## src/rtl/spi_pkg.sv

```systemverilog
// ---------------------------------------------------------------------------
// spi_pkg
// Shared types for the generic SPI master.
//   spi_state_e : transfer sequencer states
//   MODE0..3    : SPI mode encoding as {cpol, cpha}
// ---------------------------------------------------------------------------
package spi_pkg;

  typedef enum logic [2:0] {
    ST_IDLE  = 3'd0,
    ST_LEAD  = 3'd1,
    ST_SHIFT = 3'd2,
    ST_TRAIL = 3'd3,
    ST_FIN   = 3'd4
  } spi_state_e;

  localparam logic [1:0] MODE0 = 2'b00;
  localparam logic [1:0] MODE1 = 2'b01;
  localparam logic [1:0] MODE2 = 2'b10;
  localparam logic [1:0] MODE3 = 2'b11;

endpackage

```

## src/rtl/spi_clk_gen.sv

```systemverilog
// ---------------------------------------------------------------------------
// spi_clk_gen
// Half-period down-counter and sclk edge strobes for the SPI master.
//   clk, rst      : system clock, async active-high reset
//   i_en          : counter runs (LEAD/SHIFT/TRAIL); otherwise held at reload
//   i_shift       : SHIFT phase; edge strobes and lead/trail phase only here
//   o_tick        : terminal count, one pulse every CLK_DIV cycles while i_en
//   o_lead_edge   : tick that moves sclk away from cpol
//   o_trail_edge  : tick that returns sclk to cpol
// ---------------------------------------------------------------------------
module spi_clk_gen #(
  parameter int CLK_DIV = 2
) (
  input  logic clk,
  input  logic rst,
  input  logic i_en,
  input  logic i_shift,
  output logic o_tick,
  output logic o_lead_edge,
  output logic o_trail_edge
);

  localparam logic [7:0] RELOAD = 8'(CLK_DIV - 1);

  logic [7:0] r_cnt;
  logic       r_phase;   // 0: next edge is leading, 1: next edge is trailing

  assign o_tick       = i_en && (r_cnt == 8'd0);
  assign o_lead_edge  = o_tick && i_shift && !r_phase;
  assign o_trail_edge = o_tick && i_shift && r_phase;

  always_ff @(posedge clk or posedge rst) begin
    if (rst) begin
      r_cnt   <= 8'd0;
      r_phase <= 1'b0;
    end else begin
      if (!i_en || r_cnt == 8'd0) r_cnt <= RELOAD;
      else                        r_cnt <= r_cnt - 8'd1;

      if (!i_shift)    r_phase <= 1'b0;
      else if (o_tick) r_phase <= !r_phase;
    end
  end

endmodule

```

## src/rtl/spi_master_gen.sv

```systemverilog
// ---------------------------------------------------------------------------
// spi_master_gen
// Generic single-word SPI master, modes 0-3, MSB/LSB first, NUM_SS selects.
//   clk, rst        : system clock, async active-high reset
//   start           : transfer request, taken only in IDLE with a valid ss_sel
//   cpol, cpha, lsb_first, ss_sel, tx_data : latched when start is taken
//   miso            : serial input from the slave
//   sclk, mosi      : SPI clock and serial output
//   ss_n            : active-low selects, one-hot low during a transfer
//   busy            : from acceptance through the done cycle
//   done            : one-cycle completion pulse, rx_data valid with it
//   rx_data         : received word, held until the next done
//
// state    | meaning
// ST_IDLE  | waiting; sclk tracks cpol input, ss_n all high
// ST_LEAD  | slave selected, CLK_DIV cycles of setup before first edge
// ST_SHIFT | 2*DATA_W sclk edges, shift out/sample in
// ST_TRAIL | sclk parked at cpol, slave still selected for CLK_DIV cycles
// ST_FIN   | deselect, publish rx_data, pulse done on the next cycle
// ---------------------------------------------------------------------------
module spi_master_gen
  import spi_pkg::*;
#(
  parameter  int DATA_W  = 8,
  parameter  int CLK_DIV = 2,
  parameter  int NUM_SS  = 4,
  localparam int SS_W    = (NUM_SS > 1) ? $clog2(NUM_SS) : 1
) (
  input  logic              clk,
  input  logic              rst,
  input  logic              start,
  input  logic              cpol,
  input  logic              cpha,
  input  logic              lsb_first,
  input  logic [SS_W-1:0]   ss_sel,
  input  logic [DATA_W-1:0] tx_data,
  input  logic              miso,
  output logic              sclk,
  output logic              mosi,
  output logic [NUM_SS-1:0] ss_n,
  output logic              busy,
  output logic              done,
  output logic [DATA_W-1:0] rx_data
);

  spi_state_e        r_state;
  logic              r_cpha;
  logic              r_lsb_first;
  logic [DATA_W-1:0] r_tx;
  logic [DATA_W-1:0] r_rx;
  logic [5:0]        r_bit_cnt;
  logic              r_sclk;
  logic              r_mosi;
  logic [NUM_SS-1:0] r_ss_n;
  logic              r_busy;
  logic              r_done;
  logic [DATA_W-1:0] r_rx_data;

  logic              w_run;
  logic              w_shift;
  logic              w_tick;
  logic              w_lead_edge;
  logic              w_trail_edge;
  logic              w_accept;
  logic              w_first_bit;
  logic [DATA_W-1:0] w_tx_load;
  logic              w_tx_bit;
  logic [DATA_W-1:0] w_tx_next;
  logic [DATA_W-1:0] w_rx_next;
  logic              w_last;

  assign w_run   = (r_state == ST_LEAD) || (r_state == ST_SHIFT) || (r_state == ST_TRAIL);
  assign w_shift = (r_state == ST_SHIFT);

  spi_clk_gen #(
    .CLK_DIV (CLK_DIV)
  ) u_clk_gen (
    .clk          (clk),
    .rst          (rst),
    .i_en         (w_run),
    .i_shift      (w_shift),
    .o_tick       (w_tick),
    .o_lead_edge  (w_lead_edge),
    .o_trail_edge (w_trail_edge)
  );

  // r_tx always holds the bits not yet driven; the first bit is taken from
  // the input directly for cpha=0 because it must be on mosi during LEAD.
  always_comb begin
    w_accept    = start && (int'(ss_sel) < NUM_SS);
    w_first_bit = lsb_first ? tx_data[0] : tx_data[DATA_W-1];
    w_tx_load   = lsb_first ? (tx_data >> 1) : (tx_data << 1);
    w_tx_bit    = r_lsb_first ? r_tx[0] : r_tx[DATA_W-1];
    w_tx_next   = r_lsb_first ? (r_tx >> 1) : (r_tx << 1);
    // Shifting in from the side opposite to the first bit lands sample k on bit k.
    w_rx_next   = r_lsb_first ? {miso, r_rx[DATA_W-1:1]} : {r_rx[DATA_W-2:0], miso};
    w_last      = (r_bit_cnt == 6'(DATA_W - 1));
  end

  always_ff @(posedge clk or posedge rst) begin
    if (rst) begin
      r_state     <= ST_IDLE;
      r_cpha      <= 1'b0;
      r_lsb_first <= 1'b0;
      r_tx        <= '0;
      r_rx        <= '0;
      r_bit_cnt   <= 6'd0;
      r_sclk      <= 1'b0;
      r_mosi      <= 1'b0;
      r_ss_n      <= '1;
      r_busy      <= 1'b0;
      r_done      <= 1'b0;
      r_rx_data   <= '0;
    end else begin
      r_done <= 1'b0;
      case (r_state)
        ST_IDLE: begin
          r_sclk <= cpol;
          r_mosi <= 1'b0;
          r_ss_n <= '1;
          // busy stays up through the done cycle, then drops unless a
          // back-to-back start is taken here
          r_busy <= w_accept;
          if (w_accept) begin
            r_state     <= ST_LEAD;
            r_cpha      <= cpha;
            r_lsb_first <= lsb_first;
            r_ss_n      <= ~(NUM_SS'(1) << ss_sel);
            r_mosi      <= cpha ? 1'b0 : w_first_bit;
            r_tx        <= cpha ? tx_data : w_tx_load;
            r_rx        <= '0;
            r_bit_cnt   <= 6'd0;
          end
        end
        ST_LEAD: begin
          if (w_tick) r_state <= ST_SHIFT;
        end
        ST_SHIFT: begin
          if (w_lead_edge) begin
            r_sclk <= !r_sclk;
            if (!r_cpha) begin
              r_rx <= w_rx_next;
            end else begin
              r_mosi <= w_tx_bit;
              r_tx   <= w_tx_next;
            end
          end
          if (w_trail_edge) begin
            r_sclk    <= !r_sclk;
            r_bit_cnt <= r_bit_cnt + 6'd1;
            if (r_cpha) begin
              r_rx <= w_rx_next;
            end else if (!w_last) begin
              r_mosi <= w_tx_bit;
              r_tx   <= w_tx_next;
            end
            if (w_last) r_state <= ST_TRAIL;
          end
        end
        ST_TRAIL: begin
          if (w_tick) begin
            r_state <= ST_FIN;
            r_ss_n  <= '1;
          end
        end
        ST_FIN: begin
          r_state   <= ST_IDLE;
          r_done    <= 1'b1;
          r_rx_data <= r_rx;
          r_mosi    <= 1'b0;
        end
        default: r_state <= ST_IDLE;
      endcase
    end
  end

  assign sclk    = r_sclk;
  assign mosi    = r_mosi;
  assign ss_n    = r_ss_n;
  assign busy    = r_busy;
  assign done    = r_done;
  assign rx_data = r_rx_data;

endmodule

```

## config.mk

```make
export PLATFORM = sky130hd
export DESIGN_NAME = spi_master_gen
export DESIGN_NICKNAME = d
export VERILOG_FILES = /design/src/rtl/spi_pkg.sv /design/src/rtl/spi_clk_gen.sv /design/src/rtl/spi_master_gen.sv
export SDC_FILE = /design/constraint.sdc
export NUM_CORES = 1
export LEC_CHECK = 0
export CORE_ASPECT_RATIO = 1.75
export CORE_MARGIN = 3
export CORE_UTILIZATION = 52
export CTS_BUF_LIST = sky130_fd_sc_hd__clkbuf_2 sky130_fd_sc_hd__clkbuf_4 sky130_fd_sc_hd__clkbuf_8
export DETAILED_ROUTE_END_ITERATION = 16
export PLACE_DENSITY = 0.78
export SLEW_MARGIN = 20
export SYNTH_ARGS = -nofsm -noshare
export SYNTH_HDL_FRONTEND = slang
export SYNTH_HIERARCHICAL = 1
export SYNTH_SLANG_ARGS = --single-unit
export TNS_END_PERCENT = 5
```

## constraint.sdc

```tcl
create_clock -name clk -period 2.8 [get_ports clk]
set_input_delay 0.7 -clock clk [delete_from_list [all_inputs] [get_ports clk]]
set_output_delay 0.7 -clock clk [all_outputs]
set_load 0.05 [all_outputs]
```

-- Word-level counts from Yosys, hierarchy flattened
Cells that the tools add are included.
- register bits: 52
- latch bits: 0
- RAM bits: 0
- ROM bits: 0
- bits of input ports: 17
- word-level logic and storage cells: 97
- memories kept: 0
- add/subtract/negate cells: 2
- multiply operators: 0
- divide/modulo/power cells: 0
- order comparisons: 0
- eq/ne operators: 12
- shift-type cells: 1
- multiplexer cells: 46
- bitwise operators: 1
- reduce and logical (&&, ||, !) cells: 21
- operator list (operator ; number):
    $mux W8 ; 16
    $pmux W8 S2 ; 2
    $mux W3 ; 5
    $mux W1 ; 14
    $mux W6 ; 2
    $pmux W3 S4 ; 1
    $pmux W6 S2 ; 1
    $logic_not A8 Y1 ; 1
    $mux W4 ; 2
    $ne A2 B2 Y1 const B ; 4
    $pmux W4 S2 ; 1
    $reduce_and A2 Y1 ; 4
    $sub A8 B1 Y8 const B ; 1
    $add A6 B1 Y6 const B ; 1
    $eq A3 B2 Y1 const B ; 2
    $eq A6 B3 Y1 const B ; 1
    $reduce_and A5 Y1 ; 1
    $logic_and A1 B1 Y1 ; 4
    $ne A2 B1 Y1 const B ; 2
    $not A4 Y4 ; 1
    $reduce_bool A2 Y1 ; 2
    $shl A1 B2 Y4 const A ; 1
    $eq A3 B1 Y1 const B ; 1
    $eq A3 B3 Y1 const B ; 1
    other kinds (8) ; 12

-- Longest topological paths before layout
Gate-level depths: netlist of the first run.
- depth in word-level cells: 11
- gate-level depth with buffers: 12
- depth with buffers taken out: 9

-- By module
Netlist of the first run, hierarchy kept.
- modules (own cells, without submodules) (module ; times used ; cells each ; area each (um2) ; seq. area each (um2)):
    spi_master_gen ; 1 ; 235 ; 2317.2 ; 1081.0
    spi_clk_gen ; 1 ; 49 ; 489.2 ; 225.2

-- Worst setup path before layout of the first run
Ideal clock, no wire load.
- path kind: flip-flop to flip-flop
- start point: register u_clk_gen.r_cnt[0]
- end point: register r_tx[4]
- data arrival time: 2.730 ns
- required time: 2.674 ns
- setup slack: -0.056 ns
- stages on the path, launching flop included: 12
- buffers on the path: 2
- period minus slack after synthesis: 2.856 ns
- path through: dfrtp_1 inv_1 ha_1 or3b_2 nor3_4 and3_1 clkbuf_1 mux2_2 o311ai_4 and2_4 buf_6 a221o_1
- elaborated cells on any way between the ends: 10
- classes of those cells: 5 x mux; 5 x reduce/logical
- RTL lines (item ; line ; text):
    start, declared ; spi_clk_gen.sv:25 ; logic [7:0] r_cnt;
    start signal, assigned ; spi_clk_gen.sv:38 ; else r_cnt <= r_cnt - 8'd1;
    $logic_not A8 Y1 ; spi_clk_gen.sv:28 ; assign o_tick = i_en && (r_cnt == 8'd0);
    $logic_and A1 B1 Y1 ; spi_clk_gen.sv:28 ;
    via w_tick ; spi_master_gen.sv:61 ; logic w_tick;
    $logic_and A1 B1 Y1 (2 in a row) ; spi_clk_gen.sv:30 ; assign o_trail_edge = o_tick && i_shift && r_phase;
    via w_trail_edge ; spi_master_gen.sv:63 ; logic w_trail_edge;
    $mux W8 ; spi_master_gen.sv:148 ; if (w_trail_edge) begin
    $pmux W8 S2 ; spi_master_gen.sv:116 ; case (r_state)
    end signal, assigned ; spi_master_gen.sv:130 ; r_tx <= cpha ? tx_data : w_tx_load;
    end signal, assigned ; spi_master_gen.sv:145 ; r_tx <= w_tx_next;
    end signal, assigned ; spi_master_gen.sv:155 ; r_tx <= w_tx_next;
    end, declared ; spi_master_gen.sv:49 ; logic [DATA_W-1:0] r_tx;
The timed path passes the listed nets, and every way through them passes these cells.
A chain may end at the register's enable or synchronous reset.

-- Worst setup path after layout of the first run
- start point: register u_clk_gen.r_cnt[0]
- end point: register r_tx[2]
Same word-level chain as after synthesis.

==> results of run 1 <==
sequential cells by signal, indices dropped and copies added, names as in the netlist, 3 cells and up:
register,flops
r_rx,8
r_tx,8
u_clk_gen/r_cnt,8
ss_n,4
r_state,3
rx_data,8
r_bit_cnt,6
area by class of cell:
class,count,area (sq um),share of cell area (%)
clock buffer,6,76.3,2.32
inverter,10,42.5,1.29
multi-input combinational,208,1390,42.2
timing repair buffer,42,395,12.0
clock inverter,2,13.8,0.418
tap,54,67.6,2.05
sequential,52,1310,39.7
critical path, cell delays in order, from the launching register on:
cell and delay, ns:
dfrtp_1 0.41, inv_1 0.13, ha_1 0.17, or3b_4 0.42, nor3_4 0.26, and3_1 0.27, mux2_2 0.22, o311ai_4 0.12
and2_4 0.21, a221o_1 0.35
path summary, 6_finish.rpt:
check | endpoint | slack (ns)
max | r_tx[2]$_DFFE_PP0P_ | 0.14
min | busy$_DFFE_PP0P_ | 0.51
max reg2reg | r_tx[2]$_DFFE_PP0P_ | 0.14
min reg2reg | busy$_DFFE_PP0P_ | 0.51
max in group asynchronous | sclk$_DFFE_PP0P_ | 1.54
min in group asynchronous | u_clk_gen/r_cnt[1]$_DFF_PP0_ | 0.69
power breakdown:
| group | switching [mW] | internal [mW] |
|---|---|---|
| Sequential | 0.255 | 0.995 |
| Clock | 0.246 | 0.188 |
| Combinational | 0.628 | 0.519 |
repair_timing:
action                                  in CTS  in global routing
endpoints found under the setup margin       0                  9
gates resized for setup                      0                  2
setup buffers                                0                  1
logic make-up (layout without fill, tap and decap cells):
group / Yosys count / in the layout / share of synthesized area (%)
DFF: 52 / 52 / 46.5
adders and majority gates: 3 / 3 / 1.34
AOI/OAI and AO/OA: 57 / 57 / 13.9
muxes: 37 / 37 / 14.1
buffers and inverters: 24 / 60 / 4.01
and+or+nand+nor: 105 / 105 / 18.3
xor gates and xnor gates: 6 / 6 / 1.87
metrics by stage:
step / TNS [ns] / utilization [%] / std cells / area, sq um / power (mW)
3_3_place_gp: 0 / 62.5 / 365 / 3190 / 2.36
2_1_floorplan: 0 / - / 284 / 2810 / 2.07
4_1_cts: 0 / 64.3 / 373 / 3280 / 2.84
3_5_place_dp: 0 / 62.5 / 365 / 3190 / 2.40
5_1_grt: -0.00152 / 64.5 / 374 / 3290 / 3.03
6_report: 0 / 64.5 / 374 / 3290 / 2.83
layout by cell type, fill, tap and decap left out, drive strengths merged, types with 5 or more instances in the layout:
master	instances
mux2	20
buf	10
nand2	41
nor2	28
a221o	5
o21ai	24
dfrtp	48
a21oi	7
nor3	5
and2	5
inv	10
mux2i	17
clkbuf	6
clkdlybuf4s50	32
a211oi	5
layer usage:
metal,up-vias,part of all wire (%),track usage [%]
met5,-,0,0
met4,0,1.6,6.54
met3,8,3.2,3.11
met2,39,55,37.7
met1,1053,40,23.9
li1,1070,-,-
==> summary.txt, run 1 <==
Setup path
  – Reg2Reg Launch Point: u_clk_gen/r_cnt[0]$_DFF_PP0_
  – Critical Path AT: 2.86 ns
  – Worst setup SP type: flop
  – Kind of critical path: reg2reg
  – Critical path data required time: 3.00 ns
  – CP max FO: 7
  – Origin of the worst setup path: u_clk_gen/r_cnt[0]$_DFF_PP0_
  – R2R depth: 9
  – Crit end category: flop

Synth
  – Mapped Area: 0.00281 sq mm
  – Dominant cells by area after synthesis: dfrtp_1 (43%), mux2_2 (8.0%), mux2i_1 (6.1%)
  – Yosys reg bits: 52
  – Post-synth top cells: dfrtp_1 (48), nand2_1 (41), nor2_1 (28)
  – Syn Area/Cell: 9.88 sq um
  – Post-synth top area share: 42.8%
  – Number of synthesized flops with an enable pin: 0
  – Ys async rst share: 100%
  – Ys Warns: 6
  – Area leader, netlist: dfrtp_1
  – Top_reg_cell synth: dfrtp_1
  – Cell variety after synth: 52
  – Most common cell in the netlist: dfrtp_1
  – Register area share after synthesis: 46.5%
  – Syn_nets: 304
  – Post-Synthesis Cells: 284

Floorplanning
  – CORE AREA: 0.00510 sq mm
  – Ports: 33
  – Die width: 61.5 um
  – Starting Density: 55.0%
  – DIE HEIGHT: 103 um
  – FP Rows: 34
  – Die footprint: 0.00635 sq mm

Global route
  – GR Overflow Total: 0
  – Largest net degree at the start of global routing: 44
  – Antenna violations before repair: 0
  – First-pass GRT wire length: 10000 um
  – GRT Overall Usage: 20.7%
  – Vias in the first global route: 2205

STA
  – Normalized max-slew margin: 50.0%
  – FMAX: 376 MHz
  – Final setup viols: 0
  – Slew @ Worst Pin: 0.750 ns
  – Setup ws final: 0.143 ns
  – Slew Viols, Final: 0
  – Tmin final: 2.66 ns
  – Clock Skews: 0.0146 ns
  – Hold WS: 0.507 ns
  – Tcrit/Tclk final: 94.9%
  – Fin. Hold Viols: 0

Route
  – Detailed Route Iter0 Violations: 77
  – Antenna-violating nets left: 0
  – DR vias: 2170
  – DRC viols: 0
  – Final wirelength: 5920 um
  – DR vias/cell: 5.80
  – Drt pass-1 iters: 4
  – Routed WL per cell: 15.8 um

Placement
  – PortBufs: 32
  – Dpl hpwl: 4480 um
  – Routability congestion estimate: 0.817
  – DP Worst Slack: 0.0272 ns

Finish
  – Nets: 339
  – P&R area growth vs syn: 17.3%
  – FILL cells: 419
  – # diodes: 0
  – Share of cells above drive strength 1: 16.9%

Clock tree
  – Num CTS Buffers: 5
  – Clk sinks: 52
  – CTS tree: built
  – CTS Hold Bufs: 0
  – Clock transition at the registers of the reported paths: 0.10 ns
  – Worst-skew pair later-pin latency: 0.31 ns
  – Clock root buffer: clkbuf_8
  – H-tree levels: 2
  – CTS Buffer Depth: 2

Hold path
  – Hold Path Origin: busy$_DFFE_PP0P_
  – Hold Crit Depth: 2
  – Worst min path class: reg2reg

Power
  – Power per Cell Area: 859 mW/mm^2
  – VDD IR max: 495 uV
  – Pleak: 1.44 nW

Run
  – Max Cap Viol: 0

Outcome
  – Outcome: finished, final reports clean
(Power assumes the default switching activity.)
==> run 2, diff against run 1 <==
HOLD_SLACK_MARGIN = 0.12   (was default)
==> results of run 2 <==
No change in the layout: final DEF, timing and power equal those of run 1.
==> run 3, diff against run 2 <==
==> constraint.sdc (replaced) <==
create_clock -name clk -period 2.8 [get_ports clk]
set_input_delay 0.56 -clock clk [delete_from_list [all_inputs] [get_ports clk]]
set_output_delay 0.56 -clock clk [all_outputs]
set_load 0.05 [all_outputs]
==> summary.txt, run 3 (same netlist as run 1, synthesis figures left out) <==
STA
  – Hold WS: 0.502 ns (-0.00582 ns)
  – Clock Skews: 0.00446 ns (-0.0102 ns)
  – Slew Viols, Final: 0 (unchanged)
  – Tmin final: 2.63 ns (-0.0319 ns)
  – Normalized max-slew margin: 51.5% (+1.5 points)
  – Final setup viols: 0 (unchanged)
  – Fin. Hold Viols: 0 (unchanged)
  – Tcrit/Tclk final: 93.8% (-1.1 points)
  – Slew @ Worst Pin: 0.728 ns (-0.0227 ns)
  – FMAX: 381 MHz (+1.2%)
  – Setup TNS Final: 0 ns (unchanged)
  – RSZ-0062 raised after global routing: false

Setup path
  – Crit end category: flop
  – Kind of critical path: reg2reg
  – Critical Path AT: 2.81 ns (-0.05 ns)
  – Critical path data required time: 2.99 ns (about the same)
  – CP max FO: 6 (-1)
  – Worst setup SP type: flop

Floorplanning
  – FP Rows: 34 (unchanged)
  – DIE HEIGHT: 103 um (unchanged)
  – Ports: 33 (unchanged)
  – CORE AREA: 0.00510 sq mm (unchanged)
  – Die width: 61.5 um (unchanged)
  – Die footprint: 0.00635 sq mm (unchanged)
  – Starting Density: 55.0% (unchanged)

Clock tree
  – H-tree levels: 2 (unchanged)
  – Clock transition at the registers of the reported paths: 0.09 ns (about the same)
  – CTS Hold Bufs: 0 (unchanged)
  – CTS Buffer Depth: 2 (unchanged)
  – Clock root buffer: clkbuf_8
  – Worst-skew pair later-pin latency: 0.31 ns (about the same)
  – Clk sinks: 52 (unchanged)
  – CTS tree: built
  – Num CTS Buffers: 5 (unchanged)

Finish
  – Nets: 340 (+0.29%)
  – # diodes: 0 (unchanged)
  – Most common cell after layout, fill and taps aside: dfrtp_1
  – Final Util: 64.7% (+0.20 points)
  – Post-route cell area: 0.00330 sq mm (+0.30%)
  – P&R area growth vs syn: 17.7%
  – Commonest cells after routing, fill and taps aside: dfrtp_1 (48), nand2_1 (41), clkdlybuf4s50_1 (32), nor2_1 (28), o21ai_0 (23)
  – Share of cells above drive strength 1: 17.4% (+0.57 points)

Power
  – Pint: 1.70 mW (+0.11%)
  – Clock share of power: 15.6% (+0.3 points)
  – VDD IR max: 505 uV (+1.9%)
  – Pleak: 1.44 nW (about the same)
  – Switching Share: 39.8% (-0.073 points)
  – Power per Cell Area: 857 mW/mm^2 (-0.32%)
  – Register share of total power: 44.1% (about the same)
  – Psw: 1.13 mW (-0.19%)
  – Logic pwr share: 40.3% (-0.2 points)

Route
  – Routed WL per cell: 15.2 um (-4.0%)
  – DR vias: 2154 (-0.74%)
  – DR vias/cell: 5.74 (-1.0%)
  – Final wirelength: 5700 um (-3.7%)
  – Detailed Route Iter0 Violations: 37 (-52%)
  – Antenna-violating nets left: 0 (unchanged)
  – DRC viols: 0 (unchanged)
  – Drt pass-1 iters: 4 (unchanged)

Global route
  – First-pass GRT wire length: 9630 um (-3.9%)
  – GR Overflow Total: 0 (unchanged)
  – GRT Overall Usage: 20.1% (-0.53 points)
  – Largest net degree at the start of global routing: 44 (unchanged)
  – Vias in the first global route: 2117 (-4.0%)
  – Antenna violations before repair: 0 (unchanged)

Placement
  – Area after DPL: 0.00319 sq mm (unchanged)
  – Dpl hpwl: 4280 um (-4.6%)
  – Routability congestion estimate: 0.807 (-1.1%)
  – PortBufs: 32 (unchanged)

Outcome
  – Outcome: finished, final reports clean

Run
  – Max Cap Viol: 0 (unchanged)

Hold path
  – Worst min path class: reg2reg
## run 3: final timing paths
path | slack [ns] | from | end | cells past startpoint
worst max-delay path | 0.17 | u_clk_gen/r_cnt[1]$_DFF_PP0_ | r_tx[0]$_DFFE_PP0P_ | 9
worst min-delay path | 0.50 | busy$_DFFE_PP0P_ | busy$_DFFE_PP0P_ | 2
worst max register to register | 0.17 | u_clk_gen/r_cnt[1]$_DFF_PP0_ | r_tx[0]$_DFFE_PP0P_ | 9
worst min register to register | 0.50 | busy$_DFFE_PP0P_ | busy$_DFFE_PP0P_ | 2
max in group asynchronous | 1.73 | rst | ss_n[0]$_DFFE_PP1P_ | 3
min in group asynchronous | 0.53 | rst | u_clk_gen/r_cnt[2]$_DFF_PP0_ | 2
## run 3: final cells by class
type / count / area, sq um
Clock buffer: 6 / 76.3
Clock inverter: 2 / 16.3
Fill cell: 425 / 1800
Inverter: 10 / 42.5
Multi-Input combinational cell: 208 / 1390
Sequential cell: 52 / 1310
Tap cell: 54 / 67.6
Timing Repair Buffer: 43 / 403
## run 3: through the flow
step                power, mW  setup slack, ns  std cells
floorplan                2.07           0.0460        284
global placement         2.36            0.142        365
detailed placement       2.40           0.0336        365
CTS                      2.84           0.0151        373
global route             3.03           0.0418        375
finish                   2.83            0.174        375
## run 3: timing repair
item / 4_1_cts / 5_1_grt
gates resized for setup: 0 / 3
endpoints found under the setup margin: 0 / 9
buffers inserted: 0 / 2
## run 3: routing by layer
| metal | vias to the layer above | global-route usage (%) | wire length (um) | share of wire, % |
|---|---|---|---|---|
| met4 | 0 | 7.35 | 90 | 1.6 |
| met1 | 1041 | 23.2 | 2310 | 40 |
| met3 | 6 | 2.98 | 192 | 3.4 |
| li1 | 1075 | - | - | - |
| met2 | 32 | 36.3 | 3110 | 55 |
| met5 | - | 0 | 0 | 0 |
## run 3: power by group through the flow
| stage | Combinational, mW | Sequential (mW) | Clock, mW |
|---|---|---|---|
| 5_1_grt | 1.26 | 1.29 | 0.481 |
| 4_1_cts | 1.14 | 1.25 | 0.457 |
| 3_5_place_dp | 1.14 | 1.26 | 0 |
| 6_report | 1.14 | 1.25 | 0.441 |
| 2_1_floorplan | 0.731 | 1.34 | 0 |
| 3_3_place_gp | 1.11 | 1.25 | 0 |
## run 3: critical path, cell delays in order, from the launching register on
cell	delay (ns)
dfrtp_1	0.41
inv_1	0.11
ha_1	0.16
or3b_4	0.42
nor3_4	0.25
and3b_2	0.27
and2_2	0.20
mux2_2	0.33
a222oi_1	0.20
o21ai_0	0.13
